==> config.mk <==
export PLATFORM = sky130hd
export DESIGN_NAME = uart_rx
export DESIGN_NICKNAME = d
export VERILOG_FILES = /design/src/rtl/uart_rx.sv
export SDC_FILE = /design/constraint.sdc
export NUM_CORES = 1
export LEC_CHECK = 0
export ABC_AREA = 1
export BUFFER_PORTS_ARGS = -buffer_cell sky130_fd_sc_hd__buf_2
export CAP_MARGIN = 20
export CORE_UTILIZATION = 35
export CTS_BUF_LIST = sky130_fd_sc_hd__clkbuf_8
export CTS_CLUSTER_DIAMETER = 50
export DETAILED_ROUTE_END_ITERATION = 6
export PLACE_DENSITY = 0.61
export SLEW_MARGIN = 20
export SYNTH_ARGS = -nofsm -noshare
export SYNTH_HDL_FRONTEND = slang
export SYNTH_SLANG_ARGS = --single-unit
==> constraint.sdc <==
create_clock -name rxclk -period 2.11 [get_ports rxclk]
set_clock_uncertainty 0.15 [all_clocks]
set_input_delay 0.211 -clock rxclk [delete_from_list [all_inputs] [get_ports rxclk]]
set_output_delay 0.211 -clock rxclk [all_outputs]
set_load 0.02 [all_outputs]
==> src/rtl/uart_rx.sv <==
// uart_rx: 8N1 UART receiver, 16x oversampled, single-byte holding register
module uart_rx #(
  parameter int OVERSAMPLE  = 16,
  parameter int DATA_W      = 8,
  parameter int SYNC_STAGES = 2
) (
  input  logic              rxclk,
  input  logic              reset,
  input  logic              rx_enable,
  input  logic              rx_in,
  input  logic              uld_rx_data,
  output logic [DATA_W-1:0] rx_data,
  output logic              rx_empty,
  output logic              rx_frame_err,
  output logic              rx_over_run,
  output logic              rx_busy
);
  localparam int CW = $clog2(OVERSAMPLE);
  localparam int IW = DATA_W > 1 ? $clog2(DATA_W) : 1;
  localparam logic [CW-1:0] HALF = CW'(OVERSAMPLE / 2 - 1);
  localparam logic [CW-1:0] LAST = CW'(OVERSAMPLE - 1);
  localparam logic [IW-1:0] LAST_IDX = IW'(DATA_W - 1);
  typedef enum logic [1:0] {IDLE, START, DATA, STOP} state_t;
  state_t                 state;
  logic [SYNC_STAGES-1:0] sync;
  logic                   rx_s, rx_s_d, fall;
  logic [CW-1:0]          cnt;
  logic [IW-1:0]          idx;
  logic [DATA_W-1:0]      sh;
  assign rx_s = sync[SYNC_STAGES-1];
  assign fall = rx_s_d & ~rx_s;
  // later assignments in the same cycle win: a capture overrides an unload
  always_ff @(posedge rxclk or negedge reset) begin
    if (!reset) begin
      sync         <= '1;
      rx_s_d       <= 1'b1;
      state        <= IDLE;
      cnt          <= '0;
      idx          <= '0;
      sh           <= '0;
      rx_data      <= '0;
      rx_empty     <= 1'b1;
      rx_frame_err <= 1'b0;
      rx_over_run  <= 1'b0;
      rx_busy      <= 1'b0;
    end else begin
      sync   <= {sync[SYNC_STAGES-2:0], rx_in};
      rx_s_d <= rx_s;
      if (uld_rx_data) begin
        rx_empty     <= 1'b1;
        rx_frame_err <= 1'b0;
        rx_over_run  <= 1'b0;
      end
      if (!rx_enable) begin
        state   <= IDLE;
        cnt     <= '0;
        idx     <= '0;
        rx_busy <= 1'b0;
      end else begin
        case (state)
          IDLE: begin
            cnt <= '0;
            if (fall) begin
              state   <= START;
              rx_busy <= 1'b1;
            end
          end
          START: begin
            if (cnt == HALF) begin
              cnt   <= '0;
              idx   <= '0;
              state <= rx_s ? IDLE : DATA;
              rx_busy <= ~rx_s;
            end else cnt <= cnt + CW'(1);
          end
          DATA: begin
            if (cnt == LAST) begin
              cnt <= '0;
              sh  <= {rx_s, sh[DATA_W-1:1]};
              if (idx == LAST_IDX) state <= STOP;
              else idx <= idx + IW'(1);
            end else cnt <= cnt + CW'(1);
          end
          STOP: begin
            if (cnt == LAST) begin
              cnt     <= '0;
              state   <= IDLE;
              rx_busy <= 1'b0;
              if (!rx_s) rx_frame_err <= 1'b1;
              else if (rx_empty || uld_rx_data) begin
                rx_data  <= sh;
                rx_empty <= 1'b0;
              end else rx_over_run <= 1'b1;
            end else cnt <= cnt + CW'(1);
          end
        endcase
      end
    end
  end
endmodule

Word-level counts from Yosys, hierarchy flattened. Cells that the tools add are included.

Add/subtract/negate cells: 2. Equality and inequality tests: 14. Muxes and demuxes: 39. Bitwise logic cells: 2. Reductions and logical operators: 8.

Operators by type and width (number): $mux W1 (21); $ne A3 B3 Y1 const B (6); $mux W2 (7); $mux W3 (4); $mux W4 (3); $pmux W4 S3 (1); $reduce_and A5 Y1 (2); $pmux W2 S4 (1); $reduce_and A4 Y1 (2); $pmux W3 S2 (1); $add A4 B1 Y4 const B (1); $eq A2 B2 Y1 const B (2); $eq A4 B3 Y1 const B (1); $eq A4 B4 Y1 const B (1); $ne A4 B1 Y1 const B (1); $add A3 B1 Y3 const B (1); $eq A3 B3 Y1 const B (1); $ne A3 B1 Y1 const B (1); $pmux W1 S3 (1); $reduce_and A3 Y1 (1); $eq A2 B1 Y1 const B (1); $logic_not A2 Y1 (1); $reduce_or A2 Y1 (1); $and A1 B1 Y1 (1); other kinds (2) (2).

Flip-flop bits (word level): 32. Input port bits: 5.

Longest topological paths before layout. Gate-level depths: netlist (run 1).

Depth after elaboration: 6. Mapped depth: 10.

Worst setup path before layout (run 1). Ideal clock, no wire load.

Kind: reg-to-reg. Start point: reg state[0]. End point: reg sh[5]. Library setup time: 0.118 ns. Arrival time: 1.418 ns. Slack: 0.424 ns. Stages on the path, launching flop included: 9. Path buffers: 2. Clock period less this slack: 1.686 ns. Cell sequence: dfrtp_1 > inv_1 > ha_1 > nand2_2 > or2_1 > buf_6 > buf_6 > nand2_2 > o21ai_2.

Longest elaborated chain between the ends: 2.

RTL lines: start, declared (RTL line 24) `state_t state;`; start signal, assigned (RTL line 72) `state <= rx_s ? IDLE : DATA;`; $eq A2 B2 Y1 (RTL line 60) `case (state)`; $reduce_and A3 Y1 (no line); end signal, assigned (RTL line 79) `sh <= {rx_s, sh[DATA_W-1:1]};`; end, declared (RTL line 29) `logic [DATA_W-1:0] sh;`.

No other way between the ends. A chain may end at the register's enable or synchronous reset.

Worst setup path in the final report (run 1).
Start point: reg state[0]. End point: reg sh[3].

The elaborated chain is that of the path after synthesis.

==> reports/results.ini, run 1 <==
[clock_tree]
cts_tree=yes
path_clk_slew_ns=0.07
cts_htree_levels=2
clk_latency_ns=0.29
cts_root_buffer=clkbuf_8
cts_setup_buffers=0
cts_buffer_depth=2
post_cts_resized=0
cts_sinks=32
cts_buffers=5

[finish]
layout_common_cells=45 x nand2_1, 28 x dfrtp_1, 27 x inv_1
layout-drive-gt1-share_pct=24.9
final_common_cell=nand2_1
syn2layout_area_growth_pct=15.4
finalNetCount=208
fillers=450
final_cells=249
num_antenna_cells=0

[synth]
synth_nets=186
ys_warn_count=0
ys_ff_latch=32
ys_seq_area_share_pct=51.3
synthDistinctLibCells=20
synth_area_um2=1570
syn_area_per_cell_um2=9.03
synth_cells=174

[floorplan]
die_width_um=69.0
dieArea_um2=4760
rows=24
initial_utilization_pct=36.3
fp.coreArea_um2=4320
ios=17
dieHeight_um=69.0

[global_routing]
grt_max_degree=33
grtUsageTotal_pct=12.8
grt_pass1_wl_um=4800
first_global_vias=1102
gr-total-overflow=0
antenna_found_initial=0

[worst_setup_path]
worst-path-max-fanout=16
r2r-end=sh[3]
cp.required_ns=2.12
reg2regPathDepth=6
critPathArrivalTime_ns=1.92
rrSetupSlack_ns=0.20
crit_start=state[0]
timing.critical_path.from_type=register
crit_path_end_kind=register
worstReg2RegStart=state[0]
criticalPathCategory=reg2reg

[worst_hold_path]
hold_depth=5
hold_end=state[1]
holdCritPathClass=in2reg
min_from=rx_enable

[timing]
setup_viol=0
tightest_slew_ns=0.702
relSlewSlack_pct=53.2
fin_crit_ns=1.91
setup_tns_ns=0
slew_viol_final=0
final-hold-violation-count=0
post-route-period-util_pct=90.6
rsz0062_at_grt=no
fmax_mhz=523

[place]
gp_routability_congestion=0.809
dp_hpwl_um=1880
dp.cells=238
io_buffers=16

[run]
drv_cap=0

[detailed_routing]
wl_um=2640
viasPerCell=4.56
routed-via-count=1135
postRouteAntennaNets=0
wl_per_cell_um=10.6
first_pass_iters=4
drt_iter0_drc=73
drc=0

[pwr]
power.share.sequential_pct=42.5
switchingPower_mw=0.499
power.internal_mw=1.12
power_frac_comb_pct=22.2
sw_frac_of_total_pct=30.7
clkPwrFrac_pct=35.3
p_per_area_nw_per_um2=895
vdd_drop_max_v=0.000312
p_total_mw=1.62
p_leak_nw=0.915

[outcome]
status=finished clean

-- cell type report --
| cell class | count | area [um^2] | area share [%] |
|---|---|---|---|
| Tap cell | 52 | 65.1 | 3.59 |
| Multi-Input combinational cell | 112 | 627 | 34.6 |
| Inverter | 26 | 97.6 | 5.38 |
| Timing Repair Buffer | 19 | 110 | 6.07 |
| Clock buffer | 5 | 68.8 | 3.80 |
| Clock inverter | 3 | 38.8 | 2.14 |
| Sequential cell | 32 | 806 | 44.4 |
-- routing by layer --
metal,wire (um),track usage (%),up-vias
met5,0,0,-
met4,75,7.48,0
met3,89,3.95,7
met2,1160,19.8,14
met1,1310,15.7,524
li1,-,-,590
-- timing repair --
item | CTS | global route
setup endpoints to repair | 0 | 0
endpoints found under the hold margin | 30 | 0
hold buffers | 3 | 0
-- logic make-up (layout without fill, tap and decap cells) --
logic type / after synthesis / in the layout / share of synthesized area [%]
DFF: 32 / 32 / 51.3
AOI/OAI and AO/OA: 24 / 24 / 11.7
buffers and inverters: 30 / 53 / 8.84
xor gates and xnor gates: 1 / 1 / 0.557
adders and majority gates: 7 / 7 / 5.57
and+or+nand+nor: 80 / 80 / 22.1
-- worst max-delay path by stage --
stage,end,slack (ns),depth (start not counted)
3_5_place_dp,sh[3],0.20,6
6_report,sh[3],0.20,6
3_3_place_gp,sh[0],0.25,6
4_1_cts,sh[3],0.18,6
2_1_floorplan,sh[5],0.42,8
5_1_grt,sh[7],0.004,6
-- per-stage QoR --
stage | hold slack (ns) | util [%] | instance area [um^2] | worst slack (ns)
after CTS | 0.191 | 41.9 | 1810 | 0.184
after global routing | 0.215 | 41.9 | 1810 | 0.00388
final | 0.195 | 41.9 | 1810 | 0.197
after detailed placement | 0.158 | 38.7 | 1680 | 0.199
after global placement | 0.157 | 38.7 | 1680 | 0.249
after floorplan | -0.235 | - | 1570 | 0.424
-- cell usage after synthesis, drive strengths merged --
cell type | n | area share, %
dfstp | 4 | 6.7
nand3 | 15 | 5.4
nand2 | 48 | 12
nand4 | 1 | 0.40
o21ai | 20 | 10
dfrtp | 28 | 45
inv | 26 | 6.2
ha | 7 | 5.6
a22o | 1 | 0.56
nor2 | 13 | 3.3
xor2 | 1 | 0.56
a21oi | 3 | 0.96
or2 | 1 | 0.40
buf | 4 | 2.6
nor3 | 2 | 0.64
-- critical path, stage by stage, from the launching register on --
cell and delay (ns):
dfrtp_1 0.43, inv_1 0.10, ha_1 0.26, nand2_2 0.12, or2_1 0.49, nand2_1 0.17, o21ai_2 0.06
-- sequential cells by signal, summed over array words and instances, names as in the netlist --
| signal | flops |
|---|---|
| rx_over_run | 1 |
| sh | 8 |
| state | 2 |
| sync | 2 |
| rx_busy | 1 |
| rx_empty | 1 |
| rx_s_d | 1 |
| idx | 3 |
| rx_frame_err | 1 |
| cnt | 4 |
| rx_data | 8 |
-- power by group through the flow --
| stage | clock network (mW) | logic [mW] | registers, mW |
|---|---|---|---|
| after CTS | 0.593 | 0.362 | 0.689 |
| after detailed placement | 0 | 0.357 | 0.701 |
| after floorplan | 0 | 0.262 | 0.705 |
| after global routing | 0.610 | 0.428 | 0.695 |
| final | 0.573 | 0.360 | 0.689 |
| after global placement | 0 | 0.358 | 0.699 |
(Power assumes the default switching activity.)
==> run 2: changes to the inputs <==
--- a/config.mk
+++ b/config.mk
@@ -8,6 +8,7 @@
 export ABC_AREA = 1
 export BUFFER_PORTS_ARGS = -buffer_cell sky130_fd_sc_hd__buf_2
 export CAP_MARGIN = 20
+export CORE_ASPECT_RATIO = 0.5
 export CORE_UTILIZATION = 35
 export CTS_BUF_LIST = sky130_fd_sc_hd__clkbuf_8
 export CTS_CLUSTER_DIAMETER = 50
==> run 2 against run 1 <==
Hold slack improved by 0.011 ns. Maximum frequency increased by 2.8%. Clock power decreased by 15%. Setup slack improved by 0.052 ns. Power decreased by 5.1%. First-iteration DRC count decreased by 32%. Critical path type unchanged. Highest routed layer unchanged.
==> reports/results.ini, run 2 (synthesis gave the netlist of run 1 again) <==
[detailed_routing]
routed-via-count=1139  ; was 1135
drc=0  ; unchanged
postRouteAntennaNets=0  ; unchanged
wl_per_cell_um=10.6  ; about the same
first_pass_iters=4  ; unchanged
wl_um=2670  ; was 2640 um
viasPerCell=4.54  ; was 4.56
drt_iter0_drc=50  ; was 73

[place]
gp_routability_congestion=0.864  ; was 0.809
dp_hpwl_um=1880  ; about the same
io_buffers=16  ; unchanged
dp.cells=240  ; was 238

[worst_setup_path]
cpLargestDelayFamily=simple AND/OR/NAND/NOR gates  ; unchanged
cp.required_ns=2.12  ; about the same
timing.critical_path.from_type=register  ; unchanged
path_buf_inv=1  ; unchanged
crit_path_top_delay_cell=or2_2  ; was or2_1
worstReg2RegStart=state[0]  ; unchanged
crit_start=state[0]  ; unchanged
worstPathCellList=inv_1 > ha_1 > nand2_2 > or2_2 > nand2_1 > o21ai_2  ; was inv_1 > ha_1 > nand2_2 > or2_1 > nand2_1 > o21ai_2
critPathArrivalTime_ns=1.87  ; was 1.92 ns
cpPeakStageDelay_ns=0.48  ; was 0.49 ns
worst-path-max-fanout=16  ; unchanged
criticalPathCategory=reg2reg  ; unchanged
crit_path_end_kind=register  ; unchanged

[floorplan]
dieArea_um2=4780  ; was 4760 um^2
die_width_um=96.8  ; was 69.0 um
ios=17  ; unchanged
fp.coreArea_um2=4100  ; was 4320 um^2
initial_utilization_pct=38.3  ; was 36.3%
dieHeight_um=49.4  ; was 69.0 um
rows=16  ; was 24

[clock_tree]
cts_root_buffer=clkbuf_8  ; unchanged
cts_buffer_depth=2  ; unchanged
clk_latency_ns=0.28  ; was 0.29 ns
cts_sinks=32  ; unchanged
cts_htree_levels=2  ; unchanged
cts_tree=yes  ; unchanged
cts_buffers=5  ; unchanged
path_clk_slew_ns=0.07  ; about the same

[global_routing]
grtUsageTotal_pct=13.0  ; was 12.8%
grt_pass1_wl_um=4820  ; was 4800 um
antenna_found_initial=0  ; unchanged
gr-total-overflow=0  ; unchanged
grt_max_degree=33  ; unchanged
first_global_vias=1080  ; was 1102

[finish]
layout-drive-gt1-share_pct=25.4  ; was 24.9%
num_antenna_cells=0  ; unchanged
finish.utilization_pct=43.9  ; was 41.9%
final_cells=251  ; was 249
layout_common_cells=45 x nand2_1, 28 x dfrtp_1, 27 x inv_1  ; unchanged
syn2layout_area_growth_pct=14.6  ; was 15.4%
finalNetCount=208  ; unchanged
top_regs=rx_data (8), sh (8), cnt (4)  ; unchanged
final_common_cell=nand2_1  ; unchanged

[timing]
setup_viol=0  ; unchanged
relSlewSlack_pct=51.9  ; was 53.2%
fmax_mhz=538  ; was 523 MHz
final-hold-violation-count=0  ; unchanged
fin_hold_ws_ns=0.206  ; was 0.195 ns
setup_tns_ns=0  ; unchanged
rsz0062_at_grt=no  ; unchanged
slew_viol_final=0  ; unchanged
fin_crit_ns=1.86  ; was 1.91 ns
post-route-period-util_pct=88.2  ; was 90.6%
tightest_slew_ns=0.722  ; was 0.702 ns

[pwr]
vdd_drop_max_v=0.000282  ; was 0.000312 V
p_per_area_nw_per_um2=855  ; was 895 nW/um^2
p_total_mw=1.54  ; was 1.62 mW
p_leak_nw=0.904  ; was 0.915 nW

[outcome]
status=finished clean  ; unchanged

[worst_hold_path]
min_from=sync[0]  ; was rx_enable
holdCritPathClass=reg2reg  ; was in2reg

[run]
drv_cap=0  ; unchanged

-- run 2: cell count changes in the layout (fill, tap and decap cells not counted), sizes merged --
cell | previous run | this run
clkinv | 1 | 0
clkbuf | 5 | 6
bufinv | 1 | 0
clkinvlp | 0 | 1
-- run 2: final cells by class --
type | instances | area, um^2
clock buffer | 6 | 82.6
clock inverter | 2 | 11.3
fill | 406 | 2300
inverter | 26 | 97.6
multi-input combinational | 112 | 627
sequential | 32 | 806
tap | 54 | 67.6
timing repair buffer | 19 | 110
-- run 2: timing repair --
item,in CTS,in global routing
setup endpoints to repair,0,3
gates resized for setup,0,1
hold buffers,3,0
endpoints found under the hold margin,30,0
buffers inserted,0,0
-- run 2: stage by stage --
step,instance area (um^2),setup WS (ns)
2_1_floorplan,1570,0.424
4_1_cts,1800,0.164
5_1_grt,1800,0.107
3_5_place_dp,1680,0.174
3_3_place_gp,1680,0.261
6_report,1800,0.250
-- run 2: final timing paths --
| check | depth (start not counted) | slack, ns | endpoint |
|---|---|---|---|
| worst max-delay path | 6 | 0.25 | sh[7] |
| worst min-delay path | 0 | 0.21 | sync[1] |
| worst max register to register | 6 | 0.25 | sh[7] |
| worst min register to register | 0 | 0.21 | sync[1] |
| max in group asynchronous | 2 | 0.97 | sh[6] |
| min in group asynchronous | 2 | 0.37 | cnt[0] |
-- run 2: power by group --
part	internal (mW)	total (mW)	switching, mW
Combinational	0.124	0.362	0.238
Clock	0.260	0.488	0.228
Sequential	0.655	0.691	0.0357
-- run 2: routing by layer --
metal,vias to the layer above,routed length [um],track usage (%)
met5,-,0,0
met1,531,1360,16.7
met2,16,1160,19.5
li1,587,-,-
met4,0,48,6.72
met3,5,98,4.44
==> run 3: changes to the inputs <==
--- a/config.mk
+++ b/config.mk
@@ -9,12 +9,13 @@
 export BUFFER_PORTS_ARGS = -buffer_cell sky130_fd_sc_hd__buf_2
 export CAP_MARGIN = 20
 export CORE_ASPECT_RATIO = 0.5
-export CORE_UTILIZATION = 35
+export CORE_UTILIZATION = 25
 export CTS_BUF_LIST = sky130_fd_sc_hd__clkbuf_8
 export CTS_CLUSTER_DIAMETER = 50
 export DETAILED_ROUTE_END_ITERATION = 6
-export PLACE_DENSITY = 0.61
+export PLACE_DENSITY = 0.5
 export SLEW_MARGIN = 20
 export SYNTH_ARGS = -nofsm -noshare
 export SYNTH_HDL_FRONTEND = slang
 export SYNTH_SLANG_ARGS = --single-unit
+export TNS_END_PERCENT = 30
==> run 3 against run 2 <==
Hold slack improved by 0.00090 ns. Sequential share of layout area decreased by 0.76 points. Sequential power about the same. Design area increased by 1.7%. Critical path depth unchanged. Non-clock buffer count unchanged. Via count decreased by 3.2%. Utilization decreased by 12 points. Register-to-register slack got worse by 0.08 ns.
==> reports/results.ini, run 3 (synthesis gave the netlist of run 1 again) <==
[detailed_routing]
routed-via-count=1103  ; was 1139
wl_per_cell_um=9.80  ; was 10.6 um
wl_um=2750  ; was 2670 um
drc=0  ; unchanged
first_pass_iters=4  ; unchanged
viasPerCell=3.93  ; was 4.54
drt_iter0_drc=77  ; was 50
postRouteAntennaNets=0  ; unchanged

[worst_setup_path]
worst-path-max-fanout=16  ; unchanged
criticalPathCategory=reg2reg  ; unchanged
cp.required_ns=2.17  ; was 2.12 ns
critPathArrivalTime_ns=2.00  ; was 1.87 ns
timing.critical_path.from_type=register  ; unchanged
crit_path_end_kind=register  ; unchanged
reg2regPathDepth=6  ; unchanged

[clock_tree]
cts_setup_buffers=0  ; unchanged
cts_buffers=5  ; unchanged
cts_root_buffer=clkbuf_8  ; unchanged
clk_latency_ns=0.28  ; about the same
path_clk_slew_ns=0.07  ; about the same
cts_htree_levels=2  ; unchanged
cts_hold_buf=3  ; unchanged
cts_tree=yes  ; unchanged
post_cts_resized=0  ; unchanged
cts_buffer_depth=2  ; unchanged
cts_sinks=32  ; unchanged

[global_routing]
gr-total-overflow=0  ; unchanged
grtUsageTotal_pct=9.70  ; was 13.0%
antenna_found_initial=0  ; unchanged
first_global_vias=1075  ; was 1080
grt_pass1_wl_um=4850  ; was 4820 um
grt_max_degree=33  ; unchanged

[run]
drv_cap=0  ; unchanged

[outcome]
status=finished clean  ; unchanged

[finish]
layout_common_cells=45 x nand2_1, 28 x dfrtp_1, 26 x inv_1  ; was 45 x nand2_1, 28 x dfrtp_1, 27 x inv_1
syn2layout_area_growth_pct=16.6  ; was 14.6%
top_regs=rx_data (8), sh (8), cnt (4)  ; unchanged
fin_area_um2=1830  ; was 1800 um^2
num_antenna_cells=0  ; unchanged
layout-drive-gt1-share_pct=25.4  ; unchanged
finalNetCount=208  ; unchanged
final_common_cell=nand2_1  ; unchanged

[pwr]
p_per_area_nw_per_um2=831  ; was 855 nW/um^2
p_leak_nw=0.903  ; was 0.904 nW
vdd_drop_max_v=0.000217  ; was 0.000282 V

[place]
dp_hpwl_um=1950  ; was 1880 um
io_buffers=16  ; unchanged
gp_routability_congestion=0.809  ; was 0.864
dpl-instance-area_um2=1720  ; was 1680 um^2

[timing]
fin_crit_ns=1.94  ; was 1.86 ns
setup_viol=0  ; unchanged
slew_viol_final=0  ; unchanged
final-hold-violation-count=0  ; unchanged
setup_tns_ns=0  ; unchanged
fmax_mhz=515  ; was 538 MHz
tightest_slew_ns=0.710  ; was 0.722 ns
rsz0062_at_grt=no  ; unchanged
post-route-period-util_pct=92.0  ; was 88.2%
relSlewSlack_pct=52.7  ; was 51.9%

[floorplan]
initial_utilization_pct=27.3  ; was 38.3%
fp.coreArea_um2=5750  ; was 4100 um^2
dieHeight_um=58.1  ; was 49.4 um
ios=17  ; unchanged
rows=19  ; was 16
dieArea_um2=6630  ; was 4780 um^2
die_width_um=114  ; was 96.8 um

[worst_hold_path]
holdCritPathClass=in2reg  ; was reg2reg
hold_depth=5  ; was 0

-- run 3: changes by cell type in the layout (fill, tap and decap cells not counted), sizes merged --
cell	change
clkinvlp	-1
clkinv	+3
inv	-1
clkbuf	-1
-- run 3: path summary, 6_finish.rpt --
path | slack [ns] | startpoint | end
max in group asynchronous | 0.99 | reset | idx[1]
hold reg to reg | 0.21 | sync[0] | sync[1]
setup / recovery | 0.17 | state[0] | sh[1]
min in group asynchronous | 0.36 | reset | state[1]
hold / removal | 0.21 | rx_enable | state[1]
setup reg to reg | 0.17 | state[0] | sh[1]
-- run 3: metrics by stage --
stage | hold slack (ns) | utilization (%) | power [mW] | cells | setup WS [ns]
after floorplan | -0.235 | - | 0.968 | 174 | 0.424
after global placement | 0.160 | 29.8 | 1.06 | 270 | 0.251
after detailed placement | 0.162 | 29.8 | 1.06 | 270 | 0.202
after CTS | 0.202 | 31.9 | 1.55 | 281 | 0.166
after global routing | 0.220 | 31.9 | 1.64 | 281 | 0.0239
final | 0.207 | 31.9 | 1.52 | 281 | 0.169
-- run 3: worst max-delay path, cell delays in order, from the launching register on --
cell and delay (ns):
dfrtp_1 0.42, inv_1 0.09, ha_1 0.28, nand2_2 0.13, or2_1 0.56, nand2_1 0.14, o21ai_2 0.09
-- run 3: power breakdown --
| group | internal, mW | total [mW] | leakage, nW | switching [mW] |
|---|---|---|---|---|
| Combinational | 0.124 | 0.360 | 0.426 | 0.237 |
| Sequential | 0.655 | 0.690 | 0.430 | 0.0353 |
| Clock | 0.230 | 0.473 | 0.0479 | 0.244 |
| Total | 1.01 | 1.52 | 0.903 | 0.516 |
-- run 3: layout make-up --
type                       count  area, um^2
timing repair buffer          19         110
tap                           84         105
multi-input combinational    112         627
inverter                      26        97.6
clock inverter                 3        18.8
clock buffer                   5        68.8
sequential                    32         806
fill                         627        3920
-- run 3: per-layer routing --
metal  track usage, %  share of wire (%)
met5                0                  0
met1             12.1                 52
met3             3.56                3.9
met4             5.01                1.9
met2             14.9                 42
